`src/rtl/fcc_pkg.sv`:
```
// fcc_pkg: shared flow-control constants (port indices N,S,E,W,L = 0..4), NUM_PORTS and the per-port bit-vector type
package fcc_pkg;
  localparam int PORT_N = 0;
  localparam int PORT_S = 1;
  localparam int PORT_E = 2;
  localparam int PORT_W = 3;
  localparam int PORT_L = 4;
  localparam int NUM_PORTS = 5;
  typedef logic [NUM_PORTS-1:0] port_vec_t;
endpackage

```
`src/rtl/credit_ret_port.sv`:
```
// credit_ret_port: one port's owed-credit counter saturating at BUF_DEPTH; ports clk, rst, deq, rdy -> credit pulse, empty_nxt (counter zero next), ovf (dropped credit, only with CREDIT_RETURN_OVF_ERR_EN)
module credit_ret_port #(
  parameter int BUF_DEPTH = 4
) (
  input  logic clk,
  input  logic rst,
  input  logic deq,
  input  logic rdy,
  output logic credit,
  output logic empty_nxt
`ifdef CREDIT_RETURN_OVF_ERR_EN
  ,
  output logic ovf
`endif
);
  localparam int W = $clog2(BUF_DEPTH + 1);
  localparam logic [W:0] MAX = (W+1)'(BUF_DEPTH);
  logic [W-1:0] pend, pend_nxt;
  logic [W:0] avail;
  logic send, drop;
  always_comb begin
    avail = {1'b0, pend} + {{W{1'b0}}, deq};
    send = rdy && (|avail);
    drop = !send && (avail > MAX);
    pend_nxt = send ? W'(avail - 1'b1) : drop ? W'(MAX) : W'(avail);
    empty_nxt = pend_nxt == '0;
  end
`ifdef CREDIT_RETURN_OVF_ERR_EN
  assign ovf = drop;
`endif
  always_ff @(posedge clk) begin
    pend <= rst ? '0 : pend_nxt;
    credit <= !rst && send;
  end
endmodule

```
`src/rtl/credit_return_gen.sv`:
```
// credit_return_gen: per-port credit-return pulse generator; ports clk, rst, deq_i, ret_rdy_i -> credit_o, idle_o, plus sticky ovf_err_o when CREDIT_RETURN_OVF_ERR_EN is defined
module credit_return_gen
  import fcc_pkg::*;
#(
  parameter int BUF_DEPTH = 4
) (
  input  logic      clk,
  input  logic      rst,
  input  port_vec_t deq_i,
  input  port_vec_t ret_rdy_i,
  output port_vec_t credit_o,
  output logic      idle_o
`ifdef CREDIT_RETURN_OVF_ERR_EN
  ,
  output logic      ovf_err_o
`endif
);
  port_vec_t empty_nxt;
`ifdef CREDIT_RETURN_OVF_ERR_EN
  port_vec_t ovf;
`endif
  for (genvar i = 0; i < NUM_PORTS; i++) begin : g_port
    credit_ret_port #(.BUF_DEPTH(BUF_DEPTH)) u_port (
      .clk(clk),
      .rst(rst),
      .deq(deq_i[i]),
      .rdy(ret_rdy_i[i]),
      .credit(credit_o[i]),
      .empty_nxt(empty_nxt[i])
`ifdef CREDIT_RETURN_OVF_ERR_EN
      ,
      .ovf(ovf[i])
`endif
    );
  end
  always_ff @(posedge clk) begin
    idle_o <= rst || (&empty_nxt);
  end
`ifdef CREDIT_RETURN_OVF_ERR_EN
  always_ff @(posedge clk) begin
    ovf_err_o <= !rst && (ovf_err_o || (|ovf));
  end
  a_no_ovf: assert property (@(posedge clk) disable iff (rst) ovf == '0);
`endif
endmodule
```
`config.mk`:
```
export PLATFORM = sky130hd
export DESIGN_NAME = credit_return_gen
export DESIGN_NICKNAME = d
export VERILOG_FILES = /design/src/rtl/fcc_pkg.sv /design/src/rtl/credit_ret_port.sv /design/src/rtl/credit_return_gen.sv
export SDC_FILE = /design/constraint.sdc
export NUM_CORES = 1
export LEC_CHECK = 0
export ABC_AREA = 1
export BUFFER_PORTS_ARGS = -buffer_cell sky130_fd_sc_hd__buf_2
export CORE_UTILIZATION = 60
export DETAILED_ROUTE_END_ITERATION = 12
export PLACE_DENSITY_LB_ADDON = 0.08
export SETUP_SLACK_MARGIN = 0.5
export SLEW_MARGIN = 20
export SYNTH_ARGS = -nofsm -noshare
export SYNTH_HDL_FRONTEND = slang
export SYNTH_SLANG_ARGS = --single-unit
```
`constraint.sdc`:
```
create_clock -name clk -period 5.5 [get_ports clk]
set_input_delay 1.1 -clock clk [delete_from_list [all_inputs] [get_ports clk]]
set_output_delay 1.1 -clock clk [all_outputs]
set_load 0.05 [all_outputs]
```
==> flow_metrics.tcl, run 1 <==
set metrics [dict create \
    syn-num-nets 237 \
    dp_slack_ps 2660 \
    ys_seq_area_share_pct 29.9 \
    outcome "completed" \
    fin_tns_setup_ps 0 \
    synthSimpleGateAreaFrac_pct 39.0 \
    synth_edf_count 0 \
    nFillCells 212 \
    grt_use_met2_pct 40.4 \
    use_met1_pct 26.3 \
    total_power_mw 0.597 \
    detail_route.first_pass.iterations 4 \
    rsz0062_at_grt "no" \
    cpPeakStageDelay_ps 310 \
    port_buffers 17 \
    regArea_um2 420 \
    ys_ff_latch 21 \
    synth_top_area_share_pct 29.9 \
    leakagePower_nw 0.865 \
    syn2layout_area_growth_pct 7.22 \
    multi_input_area_um2 815 \
    grt.total_usage_pct 22.7 \
    stdcell_area_mm2 0.00151 \
    cts_tree "yes" \
    r2r_slack_ps 3570 \
    num_antenna_cells 0 \
    yosysTopAreaCell "dfxtp_1" \
    critPathRequiredTime_ps 5750 \
    num_io_pins 18 \
    timing.slew.headroom_pct 75.9 \
    cp_common_cell "nand2_1" \
    synth_area_leaders "dfxtp_1 (30%), nand2_1 (16%), ha_1 (15%)" \
    p_int_mw 0.338 \
    grt_pass1_wl_um 4360 \
    crit_arrival_ps 2770 \
    dp_cells 246 \
    post-cts-setup-buffer-count 0 \
    criticalPathCategory "primary input to flop" \
    initial_core_util_pct 63.5 \
    synthFlopType "dfxtp_1" \
    r2r_cells 15 \
    ys_async_sr_fraction_pct 0 \
    grt_util_met3_pct 3.03 \
    vias 1226 \
    rr_endpoint "idle_o$_DFF_P_" \
    ant_nets 0 \
    clock_path_buffers 2 \
    avgRoutedWirePerCell_um 10.0 \
    yosysWarnings 0 \
    critPathCapture "idle_o$_DFF_P_" \
    power_frac_comb_pct 54.1 \
    fin_crit_ps 2520 \
    layout.nets 252 \
    worstReg2RegStart "g_port[0].u_port.pend[0]$_SDFF_PP0_" \
    syn_area_per_cell_um2 6.75 \
    startpoint "deq_i[0]" \
    cts.repair.resized 0 \
    setup_viol 0 \
    hold_violations 0 \
    grt_antenna_before_repair 0 \
    min_period_over_period_pct 45.7 \
    max_slew.worst_pin.slew_ps 362 \
    synth_mux_area_share_pct 0 \
    drt-total-wl_um 2510 \
    synth_xor_xnor_area_share_pct 0 \
    finalWorstSetupSlack_ps 2980 \
    drt_iter0_markers 12 \
    die_area_mm2 0.00254 \
    final_common_cell "nand2_1" \
    slowest_stage "ha_1" \
    synthCells 208 \
    grt_start_max_net_pins 22 \
    via_per_inst 4.90 \
    synth_top_family_by_area "simple AND/OR/NAND/NOR gates" \
    cts_hold_buf 0 \
    grt_pass1_vias 1139 \
    synth_compound_area_share_pct 3.83 \
    skew_ps 8.34 \
    core-area_mm2 0.00221 \
    numCtsBuffers 3 \
    die_h_um 50.4 \
    hold_path_class "flop to flop" \
    p_per_area_mw_per_mm2 396 \
    crit_fanout 3 \
    place.gp.congestion 0.832 \
    route.detailed.drc 0 \
    root_buffer "clkbuf_4" \
    cp-end-kind "flop" \
    crit_chain "buf_2 -> ha_1 -> ha_1 -> inv_1 -> ha_1 -> inv_1 -> nand3_2 -> nand2_1 -> inv_1 -> nand3_2 -> nand2_1 -> nor2_1 -> nand2_1 -> nor2_2 -> nand3_1 -> nand2_1" \
    fin_util_pct 68.0 \
    path_depth 16 \
    synth.distinct_cells 18 \
    final_cell_mix "nand2_1 (59), inv_1 (32), nand3_1 (21), nor2_1 (21), dfxtp_1 (21)" \
    die_w_um 50.4 \
    num_rows 17 \
    worstHoldPathCells 4 \
    fmax_mhz 397 \
    syn-cell-area_mm2 0.00140 \
    start_kind "primary input" \
    grt.busiest_layer "met2" \
    clock_sinks 21 \
    overflow 0 \
    p_sw_share_pct 43.4 \
    clkTransAtPathRegs_ps 110 \
    insertion_delay_ps 300 \
    p_clk_share_pct 12.5 \
    cp_num_buf_inv 4 \
    max_cap_viol_count 0 \
    switchingPower_mw 0.259 \
    dpl.hpwl_um 2130 \
    p_seq_share_pct 33.3 \
    cts-htree-levels 1 \
    cp_top_family "adder cells" \
    placed_cell_area_mm2 0.00148 \
    drive_above_1_share_pct 16.2 \
    report.final.slew_viol_count 0 \
    synth-adder-area-share_pct 15.2 \
    fin_cells 250 \
    ir_drop_mv 0.212 \
    worst_hold_slack_ps 643 \
]
final cells by class:
class	count	area share, %
Inverter	33	8.23
Clock buffer	4	1.75
Multi-Input combinational cell	147	54.1
Tap cell	28	2.33
Sequential cell	21	27.9
Timing Repair Buffer	17	5.65
worst register-to-register path, stage by stage (launching register included):
cell	delay, ps
dfxtp_1	340
ha_1	180
ha_1	310
inv_1	50
ha_1	230
inv_1	80
nand3_2	80
nand2_1	70
inv_1	60
nand3_2	70
nand2_1	60
nor2_1	110
nand2_1	70
nor2_2	70
nand3_1	70
nand2_1	50
kinds of logic after synthesis:
logic type,after synthesis
AND/OR/NAND/NOR,120
buffers and inverters,40
flip-flops,21
adder cells (fa/ha/maj),17
AO/OA/AOI/OAI,10
routing by layer:
metal,vias up,routed length (um)
met5,-,0
met4,0,33
met2,17,1230
met1,533,1180
li1,672,-
met3,4,64
power groups by stage:
stage               Combinational, mW  Sequential, mW  Clock, mW
finish                          0.323           0.199     0.0749
global route                    0.376           0.202     0.0837
CTS                             0.329           0.199     0.0790
detailed placement              0.328           0.203          0
global placement                0.305           0.201          0
floorplan                       0.268           0.201          0
worst min-delay path by stage:
stage | start | to | slack (ps)
6_report | g_port[2].u_port.pend[2]$_SDFF_PP0_ | g_port[2].u_port.pend[2]$_SDFF_PP0_ | 640
5_1_grt | g_port[4].u_port.pend[0]$_SDFF_PP0_ | g_port[4].u_port.pend[0]$_SDFF_PP0_ | 710
4_1_cts | g_port[2].u_port.pend[2]$_SDFF_PP0_ | g_port[2].u_port.pend[2]$_SDFF_PP0_ | 650
3_5_place_dp | g_port[2].u_port.pend[2]$_SDFF_PP0_ | g_port[2].u_port.pend[2]$_SDFF_PP0_ | 630
3_3_place_gp | g_port[2].u_port.pend[2]$_SDFF_PP0_ | g_port[2].u_port.pend[2]$_SDFF_PP0_ | 630
2_1_floorplan | g_port[2].u_port.pend[2]$_SDFF_PP0_ | g_port[2].u_port.pend[2]$_SDFF_PP0_ | 590
registers in the layout, indices dropped and copies added (netlist names):
signal and cells:
g_port.u_port.credit 5, g_port.u_port.pend 15, idle_o 1
cells in the mapped netlist, types with 3 or more instances:
master     n
nand3_2    4
o21ai_1    3
nand2_1   59
dfxtp_1   21
inv_1     32
a21oi_1    4
nand3b_1   5
buf_4      5
nand2_2    8
ha_1      17
nor2_1    21
nand3_1   21
No activity file was read; power rests on OpenSTA's default activity.
==> inputs of run 2 (changes only) <==
--- a/config.mk
+++ b/config.mk
@@ -7,7 +7,7 @@
 export LEC_CHECK = 0
 export ABC_AREA = 1
 export BUFFER_PORTS_ARGS = -buffer_cell sky130_fd_sc_hd__buf_2
-export CORE_UTILIZATION = 60
+export CORE_UTILIZATION = 51
 export DETAILED_ROUTE_END_ITERATION = 12
 export PLACE_DENSITY_LB_ADDON = 0.08
 export SETUP_SLACK_MARGIN = 0.5
==> constraint.sdc (replaced) <==
create_clock -name clk -period 2.3 [get_ports clk]
set_input_delay 0.46 -clock clk [delete_from_list [all_inputs] [get_ports clk]]
set_output_delay 0.46 -clock clk [all_outputs]
set_load 0.05 [all_outputs]
==> run 2 against run 1 <==
  * Design area increased by 19%
  * Non-clock buffer count increased by 6
  * Combinational power increased to 3.3 times the previous value
  * Worst setup slack got worse by 2500 ps
  * Power increased to 2.9 times the previous value
  * Via count increased by 7.5%
==> flow_metrics.tcl, run 2 (same netlist as run 1, synthesis figures left out) <==
set metrics [dict create \
    outcome "completed" \
    detail_route.first_pass.iterations 4 \
    fmax_mhz 560 \
    start_kind "flop" \
    die_w_um 54.5 \
    largest_register_ffs 15 \
    critPathRequiredTime_ps 2560 \
    worst_hold_slack_ps 427 \
    route.detailed.drc 0 \
    rsz0062_at_grt "yes" \
    die_area_mm2 0.00297 \
    nFillCells 210 \
    dpl.hpwl_um 2170 \
    grt_pass1_vias 1144 \
    place.gp.congestion 0.800 \
    root_buffer "clkbuf_4" \
    num_antenna_cells 0 \
    die_h_um 54.5 \
    hold_path_class "primary input to flop" \
    clkTransAtPathRegs_ps 120 \
    avgRoutedWirePerCell_um 11.3 \
    drt_iter0_markers 24 \
    placed_cell_area_mm2 0.00164 \
    skew_ps 4.20 \
    grt.total_usage_pct 20.3 \
    final_common_cell "nand2_1" \
    report.final.slew_viol_count 0 \
    max_cap_viol_count 0 \
    grt_start_max_net_pins 22 \
    numCtsBuffers 3 \
    max_slew.worst_pin.slew_ps 422 \
    crit_fanout 3 \
    grt_pass1_wl_um 4370 \
    criticalPathCategory "flop to flop" \
    cp-end-kind "flop" \
    final_cell_mix "nand2_1 (54), inv_1 (22), nor2_1 (21), buf_2 (17)" \
    core-area_mm2 0.00254 \
    crit_arrival_ps 2040 \
    cts_hold_buf 0 \
    initial_core_util_pct 55.2 \
    multi_input_area_mm2 0.00105 \
    grt_antenna_before_repair 0 \
    fin_crit_ps 1780 \
    timing.slew.headroom_pct 71.9 \
    min_period_over_period_pct 77.6 \
    stdcell_area_mm2 0.00180 \
    via_per_inst 5.11 \
    fin_tns_setup_ps 0 \
    fin_util_pct 70.6 \
    num_rows 18 \
    dp_slack_ps 228 \
    drt-total-wl_um 2920 \
    ir_drop_mv 0.655 \
    leakagePower_nw 0.889 \
    finalWorstSetupSlack_ps 515 \
    reg_top3 "g_port.u_port.pend: 15 flops, g_port.u_port.credit: 5 flops, idle_o: 1 flops" \
    cts-htree-levels 1 \
    drive_above_1_share_pct 37.3 \
    setup_viol 0 \
    clock_sinks 21 \
    hold_violations 0 \
    vias 1318 \
    num_io_pins 18 \
    registers.top_by_ff_count "g_port.u_port.pend" \
    ant_nets 0 \
    port_buffers 17 \
    overflow 0 \
    layout.nets 258 \
    cts_tree "yes" \
    regArea_um2 427 \
    clock_path_buffers 2 \
    p_per_area_mw_per_mm2 974 \
    insertion_delay_ps 300 \
    syn2layout_area_growth_pct 27.9 \
]
run 2: cell count changes in the layout (fill, tap and decap cells not counted), moves of 6 or more:
cell / previous run / this run
inv_2: 1 / 11
buf_4: 0 / 6
ha_4: 0 / 15
ha_1: 17 / 2
inv_1: 32 / 22
run 2: area by class of cell:
| type | count | area share [%] |
|---|---|---|
| Timing Repair Buffer | 23 | 7.25 |
| Clock buffer | 4 | 1.46 |
| Inverter | 33 | 6.90 |
| Tap cell | 30 | 2.09 |
| Sequential cell | 21 | 23.8 |
| Multi-Input combinational cell | 147 | 58.5 |
run 2: path summary, 6_finish.rpt:
kind                                         endpoint                           startpoint  slack, ps  depth (start not counted)
hold reg to reg   g_port[0].u_port.pend[0]$_SDFF_PP0_  g_port[0].u_port.pend[0]$_SDFF_PP0_        660                          3
hold / removal        g_port[4].u_port.credit$_DFF_P_                         ret_rdy_i[4]        430                          3
setup / recovery                       idle_o$_DFF_P_  g_port[2].u_port.pend[0]$_SDFF_PP0_        520                         13
setup reg to reg                       idle_o$_DFF_P_  g_port[2].u_port.pend[0]$_SDFF_PP0_        520                         13
run 2: where the power goes:
part	switching [mW]	leakage [nW]	total [mW]	internal, mW
registers	0.0599	0.174	0.506	0.447
logic	0.581	0.699	1.06	0.482
clock network	0.111	0.0150	0.179	0.0676
total	0.752	0.889	1.75	0.996
run 2: critical path: stages (launching register included):
cell and delay [ps]:
dfxtp_2 360, ha_4 160, ha_4 230, inv_2 70, ha_4 130, nand3b_1 120, nand3_1 80, nand2_1 90
nand2_1 80, nor2_1 120, nand2_1 80, nor2_2 100, nand3_1 70, nand2_1 60
run 2: stage by stage:
step	power [mW]	instances
finish	1.75	258
global placement	1.38	248
floorplan	1.26	208
detailed placement	1.42	248
CTS	1.62	252
global route	1.92	258
run 2: per-layer routing:
metal	vias to the layer above	track usage [%]	wire, um
met5	-	0	0
met4	0	2.56	10
met3	2	5.83	80
met2	21	39.4	1600
met1	606	21.8	1230
li1	689	-	-
run 2: repair_timing:
item,in CTS,in global routing
pin swaps,2,25
endpoints found under the setup margin,1,2
buffers inserted,0,6
resized for setup,5,19
==> inputs of run 3 (changes only) <==
==> constraint.sdc (replaced) <==
create_clock -name clk -period 1.6 [get_ports clk]
set_input_delay 0.32 -clock clk [delete_from_list [all_inputs] [get_ports clk]]
set_output_delay 0.32 -clock clk [all_outputs]
set_load 0.05 [all_outputs]
==> run 3 against run 2 <==
  * The flow now finishes with violations (setup timing)
  * Count of clock-buffer cells in the layout did not move
  * Largest cell class unchanged
  * Utilization rose by 15 points
  * Global-route usage rose by 3.5 points
  * Critical path type unchanged
  * Highest routed layer unchanged
==> flow_metrics.tcl, run 3 (same netlist as run 1, synthesis figures left out) <==
set metrics [dict create \
    fin_crit_ps 1780 \
    final_common_cell "nand2_1" \
    drt_iter0_markers 26 \
    syn2layout_area_growth_pct 55.4 \
    cts_tree "yes" \
    num_io_pins 18 \
    drt-total-wl_um 3520 \
    max_cap_viol_count 0 \
    final_cell_mix "nand2_1 (45), buf_4 (23), inv_1 (20), nand2_2 (20), nor2_1 (16)" \
    layout.nets 282 \
    crit_chain "ha_4 -> ha_4 -> inv_4 -> ha_4 -> nand3b_1 -> nand3_1 -> nand2_1 -> nand2_1 -> nor2_1 -> nand2_1 -> nor2_2 -> nand3_1 -> nand2_1" \
    drive_above_1_share_pct 54.8 \
    report.final.slew_viol_count 0 \
    insertion_delay_ps 300 \
    outcome "finished, violations left" \
    critPathRequiredTime_ps 1860 \
    route.detailed.drc 0 \
    skew_ps 1.93 \
    num_antenna_cells 0 \
    dpl.hpwl_um 2430 \
    min_to "g_port[0].u_port.pend[1]$_SDFF_PP0_" \
    cp-end-kind "flop" \
    clock_sinks 21 \
    cp_num_buf_inv 1 \
    grt.total_usage_pct 23.8 \
    cpPeakStageDelay_ps 360 \
    min_period_over_period_pct 111 \
    reg_top3 "g_port.u_port.pend: 15 flops, g_port.u_port.credit: 5 flops, idle_o: 1 flops" \
    crit_fanout 3 \
    clkTransAtPathRegs_ps 120 \
    core-area_mm2 0.00254 \
    port_buffers 17 \
    start_kind "flop" \
    die_h_um 54.5 \
    max_slew.worst_pin.slew_ps 501 \
    r2r_cells 13 \
    registers.top_by_ff_count "g_port.u_port.pend" \
    rr_endpoint "idle_o$_DFF_P_" \
    vias 1443 \
    avgRoutedWirePerCell_um 12.5 \
    detail_route.first_pass.iterations 4 \
    grt_pass1_wl_um 5100 \
    min-delay-start "ret_rdy_i[0]" \
    fmax_mhz 562 \
    die_w_um 54.5 \
    criticalPathCategory "flop to flop" \
    total_power_mw 3.10 \
    rsz0062_at_grt "yes" \
    placed_cell_area_mm2 0.00183 \
    setup_viol 10 \
    stdcell_area_mm2 0.00218 \
    crit_arrival_ps 2040 \
    worstReg2RegStart "g_port[2].u_port.pend[0]$_SDFF_PP0_" \
    dp_cells 265 \
    ir_drop_mv 1.16 \
    via_per_inst 5.12 \
    numCtsBuffers 3 \
    fin_cells 282 \
    slowest_stage "dfxtp_2" \
    hold_violations 0 \
    root_buffer "clkbuf_4" \
    grt_antenna_before_repair 0 \
    cp_top_family "simple AND/OR/NAND/NOR gates" \
    initial_core_util_pct 55.2 \
    ant_nets 0 \
    fin_tns_setup_ps -676 \
    worstHoldPathCells 3 \
    p_per_area_mw_per_mm2 1420 \
    place.gp.congestion 0.785 \
    grt_pass1_vias 1318 \
    hold_path_class "primary input to flop" \
    finalWorstSetupSlack_ps -181 \
    grt_start_max_net_pins 22 \
    worst_hold_slack_ps 352 \
    violations "setup timing" \
    overflow 0 \
    clock_path_buffers 2 \
    r2r_slack_ps -180 \
    largest_register_ffs 15 \
    fin_util_pct 85.7 \
    cp_common_cell "nand2_1" \
    leakagePower_nw 1.06 \
    timing.slew.headroom_pct 66.6 \
    die_area_mm2 0.00297 \
    dp_slack_ps -327 \
    num_rows 18 \
    cts-htree-levels 1 \
]
[run 3: worst reg2reg max path, stage by stage (launching register included)]
cell      delay [ps]
dfxtp_2          360
ha_4             160
ha_4             240
inv_4             60
ha_4             130
nand3b_1         140
nand3_1           80
nand2_1           80
nand2_1           60
nor2_1           130
nand2_1           90
nor2_2           100
nand3_1           60
nand2_1           60
[run 3: how the worst max path moves through the flow]
| stage | from | endpoint | slack, ps | depth (start not counted) |
|---|---|---|---|---|
| 2_1_floorplan | deq_i[4] | idle_o$_DFF_P_ | -60 | 15 |
| 3_3_place_gp | deq_i[4] | idle_o$_DFF_P_ | -270 | 16 |
| 3_5_place_dp | deq_i[4] | idle_o$_DFF_P_ | -330 | 16 |
| 4_1_cts | g_port[0].u_port.pend[0]$_SDFF_PP0_ | idle_o$_DFF_P_ | -150 | 15 |
| 5_1_grt | g_port[4].u_port.pend[0]$_SDFF_PP0_ | idle_o$_DFF_P_ | -290 | 15 |
| 6_report | g_port[2].u_port.pend[0]$_SDFF_PP0_ | idle_o$_DFF_P_ | -180 | 13 |
[run 3: what timing repair did]
| item | in CTS | in global routing |
|---|---|---|
| setup endpoints to repair | 27 | 27 |
| pin swaps | 37 | 20 |
| hold buffers | 0 | 0 |
| endpoints found under the hold margin | 0 | 0 |
| gates resized for setup | 48 | 23 |
| setup buffers | 9 | 4 |
| cloned | 0 | 0 |
[run 3: cell type report]
class,instances,area [um^2]
clock buffer,4,26.3
fill,144,363
multi-input combinational,147,1160
sequential,21,433
timing repair buffer,47,393
tap,30,37.5
inverter,33,129
[run 3: where the power goes]
group          switching [mW]  total, mW  internal [mW]
registers              0.0993      0.746          0.647
logic                    1.03       2.10           1.07
clock network           0.164      0.262         0.0971
[run 3: metal layers]
layer  wire [um]  vias up  GRT usage (%)  share of wire, %
met5           0        -              0                 0
met4          64        0           8.12               1.8
met3          92        8           3.33               2.6
met2        1900       28           45.7                54
met1        1470      671           26.0                42
li1            -      736              -                 -
